File: src/rtl/seq_sub64.sv
// Multi-cycle subtractor: {b_out, diff} = A - B - b_in, computed SLICE bits per
// clock (least-significant slice first) behind a start/busy/done handshake.
module seq_sub64 #(
   parameter int WIDTH = 64,
   parameter int SLICE = 16
) (
   input  logic             clk,
   input  logic             rst,
   input  logic             start,
   input  logic [WIDTH-1:0] A,
   input  logic [WIDTH-1:0] B,
   input  logic             b_in,
   output logic             busy,
   output logic             done,
   output logic [WIDTH-1:0] diff,
   output logic             b_out,
   output logic             ovf
);

   localparam int NSLICE = WIDTH / SLICE;
   localparam int KW     = (NSLICE > 1) ? $clog2(NSLICE) : 1;
   localparam logic [KW-1:0] K_LAST = KW'(NSLICE - 1);

   typedef enum logic [1:0] {
      IDLE = 2'd0,
      RUN  = 2'd1,
      DONE = 2'd2
   } state_t;

   state_t           state_q, state_d;
   logic [WIDTH-1:0] a_q, a_d;
   logic [WIDTH-1:0] b_q, b_d;
   logic [WIDTH-1:0] part_q, part_d;
   logic             borrow_q, borrow_d;
   logic [KW-1:0]    k_q, k_d;
   logic [WIDTH-1:0] diff_q, diff_d;
   logic             b_out_q, b_out_d;
   logic             ovf_q, ovf_d;

   logic [SLICE:0]   slice_sum;
   logic [WIDTH-1:0] part_full;

   always_comb begin
      state_d  = state_q;
      a_d      = a_q;
      b_d      = b_q;
      part_d   = part_q;
      borrow_d = borrow_q;
      k_d      = k_q;
      diff_d   = diff_q;
      b_out_d  = b_out_q;
      ovf_d    = ovf_q;

      // Subtraction as A + ~B + ~borrow; carry out of the slice is the inverted borrow.
      slice_sum = {1'b0, a_q[k_q*SLICE +: SLICE]}
                + {1'b0, ~b_q[k_q*SLICE +: SLICE]}
                + {{SLICE{1'b0}}, ~borrow_q};
      part_full = part_q;
      part_full[k_q*SLICE +: SLICE] = slice_sum[SLICE-1:0];

      case (state_q)
         IDLE, DONE: begin
            if (start) begin
               a_d      = A;
               b_d      = B;
               borrow_d = b_in;
               part_d   = '0;
               k_d      = '0;
               state_d  = RUN;
            end else begin
               state_d  = IDLE;
            end
         end
         RUN: begin
            part_d   = part_full;
            borrow_d = ~slice_sum[SLICE];
            k_d      = k_q + KW'(1);
            if (k_q == K_LAST) begin
               // Publish only the completed result; partial slices stay internal.
               diff_d  = part_full;
               b_out_d = ~slice_sum[SLICE];
               ovf_d   = (a_q[WIDTH-1] ^ b_q[WIDTH-1]) & (a_q[WIDTH-1] ^ part_full[WIDTH-1]);
               k_d     = '0;
               state_d = DONE;
            end
         end
         default: state_d = IDLE;
      endcase
   end

   always_ff @(posedge clk) begin
      if (rst) begin
         state_q  <= IDLE;
         a_q      <= '0;
         b_q      <= '0;
         part_q   <= '0;
         borrow_q <= 1'b0;
         k_q      <= '0;
         diff_q   <= '0;
         b_out_q  <= 1'b0;
         ovf_q    <= 1'b0;
      end else begin
         state_q  <= state_d;
         a_q      <= a_d;
         b_q      <= b_d;
         part_q   <= part_d;
         borrow_q <= borrow_d;
         k_q      <= k_d;
         diff_q   <= diff_d;
         b_out_q  <= b_out_d;
         ovf_q    <= ovf_d;
      end
   end

   assign busy  = (state_q == RUN);
   assign done  = (state_q == DONE);
   assign diff  = diff_q;
   assign b_out = b_out_q;
   assign ovf   = ovf_q;

endmodule
File: config.mk
export PLATFORM = sky130hd
export DESIGN_NAME = seq_sub64
export DESIGN_NICKNAME = d
export VERILOG_FILES = /design/src/rtl/seq_sub64.sv
export SDC_FILE = /design/constraint.sdc
export NUM_CORES = 1
export LEC_CHECK = 0
export CAP_MARGIN = 20
export CORE_ASPECT_RATIO = 0.75
export CORE_MARGIN = 2
export CORE_UTILIZATION = 40
export CTS_BUF_LIST = sky130_fd_sc_hd__clkbuf_2
export DETAILED_ROUTE_END_ITERATION = 16
export PLACE_DENSITY = 0.61
export SYNTH_ARGS = -nofsm -noshare
export SYNTH_HDL_FRONTEND = slang
export SYNTH_SLANG_ARGS = --single-unit
File: constraint.sdc
create_clock -name clk -period 5 [get_ports clk]
set_input_delay 1 -clock clk [delete_from_list [all_inputs] [get_ports clk]]
set_output_delay 1 -clock clk [all_outputs]
set_load 0.01 [all_outputs]
==> impl_metrics.py, run 1 <==
metrics = {
    "synth": {
        "synth_top_cells_by_area": "dfxtp_1 (46%), nand2_1 (11%), a21oi_1 (8.4%), mux4_2 (6.3%), clkbuf_1 (2.8%)",
        "syn-num-nets": 1487,
        "synthArstFlopShare_pct": 0,
        "main_combinational_cell_family_by_area_after_synthesis": "compound AO/OA/AOI/OAI gates",
        "syn_inst": 1332,
        "area_of_the_mapped_netlist_um2": 11400,
        "synth.yosys.warnings": 0,
        "synth_cell_type_count": 64,
        "synth_compound_gate_area_share_pct": 21.8,
        "post_synth_and_or_nand_nor_area_fraction_pct": 17.3,
        "seq_area_frac_synth_pct": 46.4,
        "synth_area_per_cell_um2": 8.52,
        "dominantRegCellSynth": "dfxtp_1",
        "synth_seq_cells": 263,
        "post-synth-top-area-cell": "dfxtp_1",
        "synth_top_cell_area_share_pct": 46.4,
        "synth_enable_flop_cells": 0,
        "synth_area_in_xor_xnor_pct": 0.463,
        "multiplexer_area_fraction_after_synthesis_pct": 6.54,
        "yosys.area_share.adder_pct": 2.67,
    },
    "die": {
        "fp.coreArea_um2": 28000,
        "chipHeight_um": 150,
        "die_outline_area_um2": 29800,
        "starting_density_of_the_core_pct": 40.6,
        "io_pins": 200,
        "std_cell_rows": 53,
        "die_width_um": 199,
    },
    "timing": {
        "maxSlewViolCount": 0,
        "grt_setup_unrepaired": "false",
        "final.min_clock_period_ns": 3.96,
        "max_clock_freq_mhz": 252,
        "max_slew_margin_pct": 35.7,
        "setup_viol": 0,
        "clock-skew-final_ns": 0.0637,
        "total_count_of_hold_check_failures_in_the_final_report": 0,
        "finalCritPeriodShare_pct": 79.3,
        "fin_tns_setup_ns": 0,
        "timing_worst_slew_pin_value_ns": 0.965,
    },
    "clock_network": {
        "clock_root_buffer_master": "clkbuf_2",
        "cts-hold-fix-buffers": 0,
        "cts_sinks": 263,
        "cts_setup_buffers": 0,
        "cts_max_level": 3,
        "clk_transition_reported_paths_ns": 0.11,
        "max-clock-path-buffers": 3,
        "post_cts_resize_count": 0,
        "tritoncts_clock_tree": "done",
        "worst_skew_pair.late_latency_ns": 0.86,
        "tritoncts.num_buffers": 69,
    },
    "cells_and_area": {
        "layout-area-overhead-vs-synth_pct": 24.9,
        "finalNetCount": 1672,
        "layout_commonest_cell": "nand2_1",
        "commonest_cells_after_routing_fill_and_taps_aside": "nand2_1 (332), dfxtp_1 (261), clkdlybuf4s50_1 (198), a21oi_1 (190), clkbuf_2 (103)",
        "final_layout_size_suffix_gt1_share_pct": 11.7,
    },
    "setup_path": {
        "critical_path_class": "register to register",
        "cp-startpoint": "k_q[0]",
        "end_kind": "register",
        "required_ns": 5.72,
        "critical_path_peak_fanout": 23,
        "data_arrival_critical_path_ns": 4.68,
        "number_of_buffer_and_inverter_instances_along_the_worst_setup_path": 2,
        "timing.critical_path.max_delay_family": "simple AND/OR/NAND/NOR gates",
        "critical_path.reg2reg.startpoint": "k_q[0]",
        "list_of_cells_traversed_by_the_critical_path": "buf_4 -> buf_4 -> mux4_2 -> ha_1 -> and4_1 -> a21o_1 -> or3_4 -> or3_4 -> and2_4 -> a22o_1",
        "worst_path_max_delay_cell": "dfxtp_2",
        "critical-path-max-stage-delay_ns": 0.73,
        "critical_path.startpoint_type": "register",
    },
    "routing": {
        "post-route-drc-count": 0,
        "top_layer": "met4",
        "routed_wl_um": 35600,
        "detailroute.wirelength.met2_um": 15200,
        "final_antenna_net_count": 0,
        "via_count": 10400,
        "drt-wirelength-per-cell_um": 18.3,
        "met3_wirelength_um": 2270,
        "dr.pass1.iters": 5,
        "dr.first_iter.drc_count": 875,
        "post_drt_via_cell_ratio": 5.34,
        "wirelength_met1_um": 17500,
    },
    "power": {
        "total_leakage_power_nw": 5.26,
        "irDropWorstVdd_v": 0.000118,
        "power.density_nw_per_um2": 324,
        "finalPower_mw": 4.59,
    },
    "global_route": {
        "grt_max_degree": 76,
        "global_route.overflow_total": 0,
        "vias_in_the_first_global_route": 10000,
        "antenna_found_initial": 1,
        "globalRouteTotalUtil_pct": 23.9,
        "grt_pass1_wl_um": 55400,
    },
    "placement": {
        "post-dp-hpwl_um": 24500,
        "buffer_ports.inserted": 199,
        "place_congestion": 0.830,
    },
    "worst_hold_path": {
        "timing.hold.worst.class": "register to register",
        "holdCritStartpoint": "part_q[8]",
    },
    "run_status": {
        "status": "completed",
    },
    "run": {
        "max_cap_viol_count": 0,
    },
}
==> metal layers <==
layer / vias up / GRT usage, %
met4: 0 / 7.16
met2: 388 / 35.1
li1: 5061 / -
met1: 4910 / 35.7
met5: - / 0
met3: 52 / 4.19
==> cells in the mapped netlist (7+ instances only) <==
library cell	number
a22oi_1	33
mux4_2	32
o21a_1	10
a21o_1	16
inv_1	42
o21ai_0	45
nor3_1	16
a22o_1	23
nand4_1	8
ha_1	21
nand3_1	9
a32oi_1	10
nand2_1	333
and3_1	7
clkbuf_1	86
o2bb2ai_1	12
a21oi_1	190
o32ai_1	13
nor2_1	73
buf_1	9
dfxtp_1	263
==> area by class of cell <==
class                   instances  area, um2
fillers                      2749      13800
multi-input cells             928       5570
flip-flops and latches        263       5270
repair buffers                213       2110
clock buffers                 103        515
well taps                     385        482
inverters                      42        158
clock inverters                13       73.8
diodes                          1       2.50
==> worst paths after layout <==
kind,end,slack [ns],depth (start not counted)
worst max-delay path,part_q[31],1.04,10
worst min-delay path,diff[8],0.45,2
worst max register to register,part_q[31],1.04,10
worst min register to register,diff[8],0.45,2
==> per-stage QoR <==
stage	hold slack, ns	worst slack (ns)	cell area [um2]	util [%]	std cells
after floorplan	0.417	1.02	11400	-	1332
after global placement	0.428	1.14	13600	48.6	1831
after detailed placement	0.435	1.05	13600	48.6	1831
after CTS	0.454	1.00	14200	50.7	1947
after global routing	0.469	0.755	14200	50.7	1948
final	0.448	1.04	14200	50.7	1948
==> power by group <==
group          switching (mW)  internal (mW)  leakage (nW)
Clock                   0.909          0.551         0.463
Combinational           0.555          0.354          2.65
Sequential             0.0513           2.17          2.14
Total                    1.52           3.08          5.26
==> state kept, by name (all words and copies together), names as in the netlist <==
name / cells
state_q: 2
a_q: 64
b_out: 1
diff: 64
b_q: 64
k_q: 2
ovf: 1
borrow_q: 1
part_q: 64
==> worst register-to-register path, cell delays in order (launching register included) <==
cell,delay (ns)
dfxtp_2,0.73
buf_4,0.39
buf_4,0.23
mux4_2,0.50
ha_1,0.39
and4_1,0.23
a21o_1,0.19
or3_4,0.38
or3_4,0.40
and2_4,0.19
a22o_1,0.21
==> kinds of logic after synthesis <==
logic type               after synthesis
buffers and inverters                141
AND/OR/NAND/NOR                      476
flip-flops                           263
adder cells (fa/ha/maj)               23
AO/OA/AOI/OAI                        389
multiplexers                          34
XOR/XNOR                               6
(Power assumes the default switching activity.)
==> run 2, diff against run 1 <==
PLACE_DENSITY = 0.64   (was 0.61)
clock period = 3.5 ns   (was 5 ns; I/O delays follow)
==> impl_metrics.py, run 2 (synthesis gave the netlist of run 1 again) <==
metrics = {
    "routing": {
        "via_count": 10600,
        "detailroute.wirelength.met2_um": 15400,
        "final_antenna_net_count": 0,
        "post-route-drc-count": 0,
        "dr.pass1.iters": 5,
        "met3_wirelength_um": 2960,
        "top_layer": "met4",
        "post_drt_via_cell_ratio": 5.38,
        "dr.first_iter.drc_count": 979,
        "routed_wl_um": 35800,
        "drt-wirelength-per-cell_um": 18.2,
        "wirelength_met1_um": 16800,
    },
    "cells_and_area": {
        "final_layout_size_suffix_gt1_share_pct": 12.7,
        "commonest_cells_after_routing_fill_and_taps_aside": "nand2_1 (332), dfxtp_1 (261), clkdlybuf4s50_1 (198), a21oi_1 (190), clkbuf_2 (95)",
        "finalNetCount": 1693,
        "layout-area-overhead-vs-synth_pct": 27.3,
        "layout_commonest_cell": "nand2_1",
        "fillCellCount": 2726,
        "multi_input_area_um2": 5630,
        "antenna_cells_inserted": 0,
        "seqCellArea_um2": 5270,
        "final-instance-count-excl-fill": 1963,
    },
    "placement": {
        "dp_slack_ns": 0.0362,
        "buffer_ports.inserted": 199,
        "post-dp-hpwl_um": 24800,
        "place_congestion": 0.871,
        "dp.cells": 1852,
    },
    "setup_path": {
        "critical_path_class": "register to register",
        "critical_path_peak_fanout": 10,
        "data_arrival_critical_path_ns": 4.11,
        "end_kind": "register",
        "required_ns": 4.24,
        "reg2reg_slack_ns": 0.14,
        "critical_path.startpoint_type": "register",
    },
    "die": {
        "fp.coreArea_um2": 28000,
        "starting_density_of_the_core_pct": 40.6,
        "io_pins": 200,
        "chipHeight_um": 150,
        "die_width_um": 199,
        "std_cell_rows": 53,
        "die_outline_area_um2": 29800,
    },
    "global_route": {
        "global_route.overflow_total": 0,
        "grt_pass1_wl_um": 55000,
        "antenna_found_initial": 0,
        "vias_in_the_first_global_route": 10100,
        "globalRouteTotalUtil_pct": 23.9,
        "grt_max_degree": 132,
    },
    "timing": {
        "finalCritPeriodShare_pct": 96.1,
        "post-route-worst-setup-slack_ns": 0.136,
        "maxSlewViolCount": 0,
        "final.min_clock_period_ns": 3.36,
        "max_clock_freq_mhz": 297,
        "timing.hold.ws_ns": 0.243,
        "fin_tns_setup_ns": 0,
        "max_slew_margin_pct": 32.3,
        "total_count_of_hold_check_failures_in_the_final_report": 0,
        "setup_viol": 0,
        "clock-skew-final_ns": 0.0664,
        "timing_worst_slew_pin_value_ns": 1.02,
    },
    "clock_network": {
        "max-clock-path-buffers": 3,
        "clk_transition_reported_paths_ns": 0.11,
        "cts_max_level": 3,
        "tritoncts_clock_tree": "done",
        "cts_sinks": 263,
        "clock_root_buffer_master": "clkbuf_2",
        "tritoncts.num_buffers": 68,
        "worst_skew_pair.late_latency_ns": 0.87,
    },
    "power": {
        "total_leakage_power_nw": 5.39,
        "power.density_nw_per_um2": 464,
        "irDropWorstVdd_v": 0.000163,
        "finalPower_mw": 6.71,
    },
    "worst_hold_path": {
        "timing.hold.worst.class": "primary input to register",
    },
    "run_status": {
        "status": "completed",
    },
    "run": {
        "max_cap_viol_count": 0,
    },
}
run 2: path summary, 6_finish.rpt:
kind,start,endpoint,cells past startpoint
setup / recovery,k_q[1],ovf,9
hold / removal,rst,diff[7],2
setup reg to reg,k_q[1],ovf,9
hold reg to reg,b_q[35],b_q[35],2
run 2: through the flow:
stage / utilization (%) / instance area (um2)
2_1_floorplan: - / 11400
3_3_place_gp: 49.2 / 13800
3_5_place_dp: 49.2 / 13800
4_1_cts: 51.4 / 14400
5_1_grt: 51.7 / 14500
6_report: 51.7 / 14500
run 2: area by class of cell:
type	instances	share of cell area, %
Multi-Input combinational cell	928	38.9
Sequential cell	263	36.5
Timing Repair Buffer	235	16.1
Tap cell	385	3.33
Clock buffer	95	3.29
Inverter	42	1.09
Clock inverter	15	0.822
run 2: per-layer routing:
| layer | track usage (%) | vias up |
|---|---|---|
| li1 | - | 5087 |
| met1 | 34.9 | 4988 |
| met2 | 35.1 | 430 |
| met3 | 5.18 | 50 |
| met4 | 7.46 | 0 |
| met5 | 0 | - |
run 2: timing repair:
item	in CTS	in global routing
setup endpoints to repair	1	37
gates cloned	0	0
pin swaps	0	1
buffers inserted	0	1
hold buffers	0	0
gates resized for setup	1	12
run 2: report_power, final:
part,total [mW],internal [mW],switching (mW)
clock,2.13,0.869,1.26
combinational,1.41,0.579,0.829
sequential,3.17,3.10,0.0694
run 2: worst max-delay path, stage by stage, from the launching register on:
cell,delay (ns)
dfxtp_4,0.41
buf_6,0.17
mux4_2,0.52
ha_2,0.41
a21o_1,0.24
a31oi_2,0.19
a2111oi_4,0.42
mux2_2,0.40
o211a_1,0.22
o31a_1,0.27
